--- config.mk ---
export PLATFORM = sky130hd
export DESIGN_NAME = pending_priority_encoder_16x4
export DESIGN_NICKNAME = d
export VERILOG_FILES = /design/src/rtl/pending_priority_encoder_16x4.sv
export SDC_FILE = /design/constraint.sdc
export NUM_CORES = 1
export LEC_CHECK = 0
export CELL_PAD_IN_SITES_DETAIL_PLACEMENT = 0
export CELL_PAD_IN_SITES_GLOBAL_PLACEMENT = 2
export CORE_UTILIZATION = 30
export CTS_CLUSTER_SIZE = 8
export DETAILED_ROUTE_END_ITERATION = 6
export HOLD_SLACK_MARGIN = 0.05
export PLACE_DENSITY = 0.83
export SLEW_MARGIN = 10
export SYNTH_ARGS = -nofsm -noshare
export SYNTH_HDL_FRONTEND = slang
export SYNTH_SLANG_ARGS = --single-unit
export TNS_END_PERCENT = 10
--- constraint.sdc ---
create_clock -name clk -period 1.8 [get_ports clk]
set_input_delay 0.27 -clock clk [delete_from_list [all_inputs] [get_ports clk]]
set_output_delay 0.27 -clock clk [all_outputs]
set_load 0.05 [all_outputs]
--- src/rtl/pending_priority_encoder_16x4.sv ---
// Registered 16-to-4 priority encoder with rising-edge pending capture.
// The highest pending line is presented as a code and held until the consumer acks it.
module pending_priority_encoder_16x4 #(
   parameter int unsigned N_LINES = 16,
   parameter int unsigned ADDR_W  = 4
) (
   input  logic               clk,
   input  logic               reset,
   input  logic               enable,
   input  logic [N_LINES-1:0] D,
   input  logic               ack,
   output logic [ADDR_W-1:0]  A,
   output logic               valid,
   output logic               overrun,
   output logic [N_LINES-1:0] pending
);

   typedef enum logic [0:0] {S_IDLE = 1'b0, S_HOLD = 1'b1} state_t;

   state_t               r_state;
   state_t               w_state_nxt;
   logic [N_LINES-1:0]   r_d_q;
   logic [N_LINES-1:0]   r_pending;
   logic [ADDR_W-1:0]    r_a;
   logic                 r_valid;
   logic                 r_overrun;

   logic [N_LINES-1:0]   w_rise;
   logic [N_LINES-1:0]   w_set;
   logic [N_LINES-1:0]   w_clr;
   logic [ADDR_W-1:0]    w_top;
   logic                 w_present;
   logic                 w_load_a;
   logic                 w_valid_nxt;

   assign w_rise    = D & ~r_d_q;
   assign w_set     = enable ? w_rise : '0;
   assign w_present = enable && (r_pending != '0);

   // Highest-index pending line wins; later iterations override earlier ones
   always_comb begin
      w_top = '0;
      for (int i = 0; i < int'(N_LINES); i++) begin
         if (r_pending[i]) w_top = ADDR_W'(i);
      end
   end

   always_ff @(posedge clk or posedge reset) begin
      if (reset) r_state <= S_IDLE;
      else       r_state <= w_state_nxt;
   end

   always_comb begin
      w_state_nxt = r_state;
      case (r_state)
         S_IDLE:  if (w_present) w_state_nxt = S_HOLD;
         S_HOLD:  if (ack)       w_state_nxt = S_IDLE;
         default:                w_state_nxt = S_IDLE;
      endcase
   end

   always_comb begin
      w_load_a    = 1'b0;
      w_valid_nxt = 1'b0;
      w_clr       = '0;
      case (r_state)
         S_IDLE: begin
            w_load_a    = w_present;
            w_valid_nxt = w_present;
         end
         S_HOLD: begin
            w_valid_nxt = ~ack;
            if (ack) w_clr = N_LINES'(1) << r_a;
         end
         default: ;
      endcase
   end

   // Set is applied after clear so a rise coinciding with ack keeps the line pending
   always_ff @(posedge clk or posedge reset) begin
      if (reset) begin
         r_d_q     <= '0;
         r_pending <= '0;
         r_a       <= '0;
         r_valid   <= 1'b0;
         r_overrun <= 1'b0;
      end else begin
         r_d_q     <= D;
         r_pending <= (r_pending & ~w_clr) | w_set;
         r_overrun <= enable & (|(w_rise & r_pending));
         r_valid   <= w_valid_nxt;
         if (w_load_a) r_a <= w_top;
      end
   end

   assign A       = r_a;
   assign valid   = r_valid;
   assign overrun = r_overrun;
   assign pending = r_pending;

endmodule

==> results of run 1 <==
## cells in the final DEF (no fill, tap or decap), types with 4 or more instances in the layout
cell	Yosys	final
nand3_1	4	4
buf_4	0	33
nor2_1	8	8
a22o_1	15	15
clkbuf_8	0	6
clkdlybuf4s50_1	0	20
dfrtp_1	38	38
inv_1	4	4
nand2_1	19	19
o21ai_0	6	6
a22oi_1	6	6
nor2b_1	19	19
## registers in the layout, summed over array words and instances (netlist names)
signal / flops
pending: 16
r_d_q: 16
A: 4
overrun: 1
r_state: 1
## final timing paths
path,from,slack [ns],depth (start not counted),end
min in group clk,D[0],0.43,1,r_d_q[0]$_DFF_PP0_
min reg2reg,r_d_q[15]$_DFF_PP0_,0.51,3,pending[15]$_DFF_PP0_
max in group asynchronous,reset,1.06,3,pending[11]$_DFF_PP0_
min,reset,0.39,3,r_d_q[10]$_DFF_PP0_
max,overrun$_DFF_PP0_,0.08,1,overrun
max reg2reg,pending[9]$_DFF_PP0_,0.14,5,A[0]$_DFFE_PP0P_
## metrics by stage
stage          power (mW)  hold slack [ns]  setup slack, ns
5_1_grt              2.89            0.432           0.0221
4_1_cts              2.78            0.410           0.0559
3_5_place_dp         1.89            0.498           0.0967
2_1_floorplan        1.56            0.301           0.0305
3_3_place_gp         1.88            0.500            0.131
6_report             2.76            0.389           0.0804
## cells by family after synthesis
family,Yosys count,share of synthesized area (%)
buffers and inverters,8,1.79
and+or+nand+nor,66,22.8
muxes,1,0.598
AOI/OAI and AO/OA,39,18.0
DFF,38,56.8
## layer usage
layer | vias up | wire [um]
met1 | 671 | 2020
met5 | - | 0
met3 | 6 | 158
met4 | 0 | 46
li1 | 657 | -
met2 | 34 | 1990
## cell type report
type	instances	share of cell area, %
flip-flops and latches	38	40.7
multi-input cells	106	29.6
clock inverters	2	2.57
clock buffers	6	3.54
repair buffers	53	19.2
inverters	4	0.643
well taps	70	3.75
## power by group through the flow
stage               combinational [mW]  clock [mW]  sequential, mW
global placement                 0.793           0            1.09
detailed placement               0.799           0            1.09
finish                           0.794       0.892            1.07
CTS                              0.802       0.907            1.08
global route                     0.850       0.944            1.10
floorplan                        0.221           0            1.33
==> results.sh, run 1 <==
export IMPL_cp_buffers_inverters=1
export IMPL_synth_largest_type_area_fraction_pct=56.8
export IMPL_regArea_um2=951
export IMPL_via_count_of_the_first_global_routing_pass=1472
export IMPL_die_x_um=76.7
export IMPL_timing_critical_path_max_delay_family="buffers and inverters"
export IMPL_crit_chain="clkdlybuf4s50_1"
export IMPL_switching_power_mw=0.931
export IMPL_tritoncts_num_buffers=5
export IMPL_drt_iter0_markers=52
export IMPL_detail_route_antenna_nets=0
export IMPL_total_number_of_vias=1368
export IMPL_initial_core_utilization_pct=31.9
export IMPL_clockBufferDepth=2
export IMPL_finalNetCount=228
export IMPL_crit_slowest_cell="clkdlybuf4s50_1"
export IMPL_synth_fp_nets=172
export IMPL_ys_top_cells_by_area="dfrtp_1 (57%), a22o_1 (7.9%), nor2b_1 (7.1%)"
export IMPL_timing_critical_path_fanout_max=1
export IMPL_synthesis_area_per_instance_um2=11.0
export IMPL_worst_skew_pair_late_latency_ns=0.29
export IMPL_power_leakage_nw=1.00
export IMPL_cp_data_required_time_ns=1.53
export IMPL_layout_drive_gt1_share_pct=23.0
export IMPL_result_of_the_run="complete, no violations"
export IMPL_postSynthCellCount=152
export IMPL_async_flop_share_pct=100
export IMPL_post_cts_hold_buffer_count=0
export IMPL_route_detailed_drc=0
export IMPL_area_growth_synth_to_final_pct=39.6
export IMPL_cts_repair_timing_setup_buffer_count=0
export IMPL_dp_cells=271
export IMPL_critical_path_max_stage_delay_ns=0.81
export IMPL_pwr_density_cell_mw_per_mm2=1180
export IMPL_tightest_slew_ns=0.498
export IMPL_wl_um=4210
export IMPL_final_core_utilization_pct=44.6
export IMPL_timing_final_crit_period_ns=1.72
export IMPL_grt_usage_pct=15.9
export IMPL_fp_coreArea_mm2=0.00524
export IMPL_multiInputGateArea_um2=692
export IMPL_finish_instance_area_mm2=0.00234
export IMPL_top_reg_cell_synth="dfrtp_1"
export IMPL_floorplan_die_area_mm2=0.00588
export IMPL_fmax_mhz=582
export IMPL_cts_num_sinks=38
export IMPL_cts_htree_levels=2
export IMPL_critical_path_endpoint_type="output port"
export IMPL_grt_max_degree=39
export IMPL_tritoncts="done"
export IMPL_final_hold_violation_count=0
export IMPL_power_share_combinational_pct=28.8
export IMPL_clockPowerShare_pct=32.3
export IMPL_portBuffers=41
export IMPL_post_synth_edffs=0
export IMPL_grt_busiest_layer="met2"
export IMPL_share_seq_of_total_power_pct=38.9
export IMPL_synthDominantAreaCellType="dfrtp_1"
export IMPL_rows=26
export IMPL_drt_first_pass_iters=4
export IMPL_drt_vias_per_instance=4.90
export IMPL_clk_pin_slew_worst_setup_hold_paths_ns=0.08
export IMPL_yosysWarningCount=0
export IMPL_setup_tns_ns=0
export IMPL_grt_met2_usage_pct=25.4
export IMPL_timing_setup_critical_path_class="register to output port"
export IMPL_cts_repair_resized=0
export IMPL_grt_setup_unrepaired="no"
export IMPL_die_h_um=76.7
export IMPL_synth_cell_types=31
export IMPL_grt_first_pass_wirelength_um=7280
export IMPL_yosys_register_bits=38
export IMPL_worst_setup_start_kind="register"
export IMPL_dp_hpwl_um=3220
export IMPL_final_period_utilization_pct=95.5
export IMPL_num_fill_cells=499
export IMPL_synth_most_common_cell="dfrtp_1"
export IMPL_power_report_internal_total_mw=1.83
export IMPL_syn_area_mm2=0.00167
export IMPL_synth_sequential_area_ratio_pct=56.8
export IMPL_globalRouteMet1Util_pct=21.4
export IMPL_gpl_final_weighted_congestion=0.840
export IMPL_drt_wirelength_per_cell_um=15.1
export IMPL_total_cell_area_at_the_placement_stage_mm2=0.00219
export IMPL_setup_violations=0
export IMPL_insertedDiodeCount=0
export IMPL_layout_cells_non_filler=279
export IMPL_drv_slew=0
export IMPL_io_pin_count=42
export IMPL_power_switching_share_pct=33.7
export IMPL_timing_max_slew_rel_slack_pct=66.7
export IMPL_ys_top_cells_by_count="dfrtp_1 (38), nand2_1 (19), nor2b_1 (19), a22o_1 (15), nor2_1 (8)"
export IMPL_cp_data_arrival_time_ns=1.45
export IMPL_timing_hold_worst_class="input port to async pin"
export IMPL_vdd_drop_max_mv=0.489
export IMPL_cap_viol_max_count=0
export IMPL_ctsRootBufferMaster="clkbuf_8"
export IMPL_use_met3_pct=3.57
export IMPL_grt_ovfl_total=0
export IMPL_grt_antenna_before_repair=0
export IMPL_clock_tree_skew_after_final_layout_ns=0.00683
Note: power is estimated with default switching activity, not from simulation.
==> run 2, diff against run 1 <==
Settings changed: REMOVE_ABC_BUFFERS set to 1, SKIP_LAST_GASP set to 1.
==> results.sh, run 2 (synthesized netlist as in run 1, its figures left out) <==
export IMPL_initial_core_utilization_pct=31.9
export IMPL_power_switching_share_pct=37.2
export IMPL_worstReg2RegStart="pending[5]$_DFF_PP0_"
export IMPL_gpl_final_weighted_congestion=0.834
export IMPL_clockPowerShare_pct=23.7
export IMPL_cts_htree_levels=2
export IMPL_insertedDiodeCount=0
export IMPL_route_detailed_drc=0
export IMPL_cap_viol_max_count=0
export IMPL_dp_cells=271
export IMPL_switching_power_mw=0.898
export IMPL_wl_um=4470
export IMPL_detail_route_antenna_nets=0
export IMPL_die_x_um=76.7
export IMPL_die_h_um=76.7
export IMPL_final_hold_violation_count=0
export IMPL_timing_setup_critical_path_class="register to register"
export IMPL_setup_ws_ns=0.178
export IMPL_fmax_mhz=617
export IMPL_floorplan_die_area_mm2=0.00588
export IMPL_tightest_slew_ns=0.486
export IMPL_timing_final_crit_period_ns=1.62
export IMPL_setup_reg_to_reg_worst_slack_ns=0.18
export IMPL_layout_common_cells="dfrtp_1 (38), buf_4 (34), nor2b_1 (19), nand2_1 (19), clkdlybuf4s50_1 (19)"
export IMPL_dp_hpwl_um=3370
export IMPL_layout_cells_non_filler=277
export IMPL_setup_violations=0
export IMPL_area_growth_synth_to_final_pct=35.9
export IMPL_tritoncts_num_buffers=5
export IMPL_crit_slowest_cell="or4_4"
export IMPL_fp_coreArea_mm2=0.00524
export IMPL_timing_critical_path_fanout_max=7
export IMPL_tritoncts="done"
export IMPL_crit_chain="or4_4, nor2_8, a21oi_4, mux2i_1, nand2_1"
export IMPL_pwr_density_cell_mw_per_mm2=1060
export IMPL_multiInputGateArea_um2=692
export IMPL_cp_data_arrival_time_ns=1.79
export IMPL_final_period_utilization_pct=90.1
export IMPL_setup_tns_ns=0
export IMPL_grt_antenna_before_repair=0
export IMPL_grt_setup_unrepaired="no"
export IMPL_post_cts_hold_buffer_count=0
export IMPL_rows=26
export IMPL_result_of_the_run="complete, no violations"
export IMPL_clk_pin_slew_worst_setup_hold_paths_ns=0.07
export IMPL_worst_setup_start_kind="register"
export IMPL_finalNetCount=228
export IMPL_drt_wirelength_per_cell_um=16.1
export IMPL_critical_path_endpoint_type="register"
export IMPL_grt_first_pass_wirelength_um=7260
export IMPL_clockBufferDepth=2
export IMPL_share_seq_of_total_power_pct=45.2
export IMPL_critical_path_max_stage_delay_ns=0.61
export IMPL_power_report_internal_total_mw=1.51
export IMPL_cp_data_required_time_ns=1.97
export IMPL_timing_hold_worst_class="input port to async pin"
export IMPL_io_pin_count=42
export IMPL_grt_usage_pct=16.1
export IMPL_clock_tree_skew_after_final_layout_ns=0.00563
export IMPL_via_count_of_the_first_global_routing_pass=1474
export IMPL_grt_ovfl_total=0
export IMPL_timing_max_slew_rel_slack_pct=67.3
export IMPL_drt_iter0_markers=119
export IMPL_drv_slew=0
export IMPL_cts_repair_timing_setup_buffer_count=0
export IMPL_number_of_cells_on_the_worst_reg_to_reg_path=5
export IMPL_portBuffers=41
export IMPL_ctsRootBufferMaster="clkbuf_8"
export IMPL_num_fill_cells=516
export IMPL_cts_repair_resized=0
export IMPL_placement_setup_worst_slack_ns=0.0854
export IMPL_regArea_um2=951
export IMPL_worst_skew_pair_late_latency_ns=0.28
export IMPL_drt_vias_per_instance=5.06
export IMPL_grt_max_degree=39
export IMPL_cts_num_sinks=38
export IMPL_final_core_utilization_pct=43.4
export IMPL_layout_commonest_cell="dfrtp_1"
export IMPL_power_leakage_nw=0.977
export IMPL_total_number_of_vias=1402
export IMPL_critical_path_reg2reg_endpoint="A[0]$_DFFE_PP0P_"
export IMPL_layout_drive_gt1_share_pct=22.7
export IMPL_drt_first_pass_iters=4
export IMPL_power_share_combinational_pct=31.2
export IMPL_vdd_drop_max_mv=0.685
run 2: layer usage:
layer | track usage [%] | vias to the layer above | part of all wire [%]
met5 | 0 | - | 0
met4 | 7.12 | 0 | 1.9
met3 | 2.86 | 9 | 3.6
met2 | 25.5 | 45 | 47
met1 | 21.4 | 697 | 47
li1 | - | 651 | -
run 2: worst max path at each step:
stage                                startpoint              endpoint  slack (ns)  depth (start not counted)
after CTS                  pending[5]$_DFF_PP0_      A[0]$_DFFE_PP0P_        0.17                          5
after global placement                      ack  pending[7]$_DFF_PP0_        0.14                          6
after global routing       pending[5]$_DFF_PP0_      A[0]$_DFFE_PP0P_        0.10                          5
after floorplan           pending[12]$_DFF_PP0_      A[0]$_DFFE_PP0P_        0.03                          5
after detailed placement                   D[6]     overrun$_DFF_PP0_        0.09                          6
final                      pending[5]$_DFF_PP0_      A[0]$_DFFE_PP0P_        0.18                          5
run 2: area by class of cell:
cell class / count / share of cell area (%)
Sequential cell: 38 / 41.8
Inverter: 4 / 0.660
Timing Repair Buffer: 53 / 19.6
Tap cell: 70 / 3.85
Multi-Input combinational cell: 106 / 30.4
Clock buffer: 6 / 3.63
run 2: power groups by stage:
stage | registers (mW) | logic (mW) | clock network (mW)
5_1_grt | 1.11 | 0.794 | 0.616
2_1_floorplan | 1.36 | 0.183 | 0
6_report | 1.09 | 0.752 | 0.571
3_5_place_dp | 1.10 | 0.754 | 0
3_3_place_gp | 1.10 | 0.750 | 0
4_1_cts | 1.09 | 0.757 | 0.579
run 2: worst max-delay path, delay by kind of cell, from the launching register on:
| kind | cells | cell delay [ns] |
|---|---|---|
| DFF | 1 | 0.45 |
| muxes | 1 | 0.15 |
| and+or+nand+nor | 3 | 0.81 |
| AOI/OAI and AO/OA | 1 | 0.09 |
run 2: through the flow:
stage | hold WS (ns) | area, um2 | power, mW
after detailed placement | 0.510 | 2190 | 1.86
after global placement | 0.499 | 2190 | 1.85
after floorplan | 0.301 | 1660 | 1.54
after CTS | 0.420 | 2270 | 2.42
final | 0.393 | 2270 | 2.41
after global routing | 0.440 | 2270 | 2.52
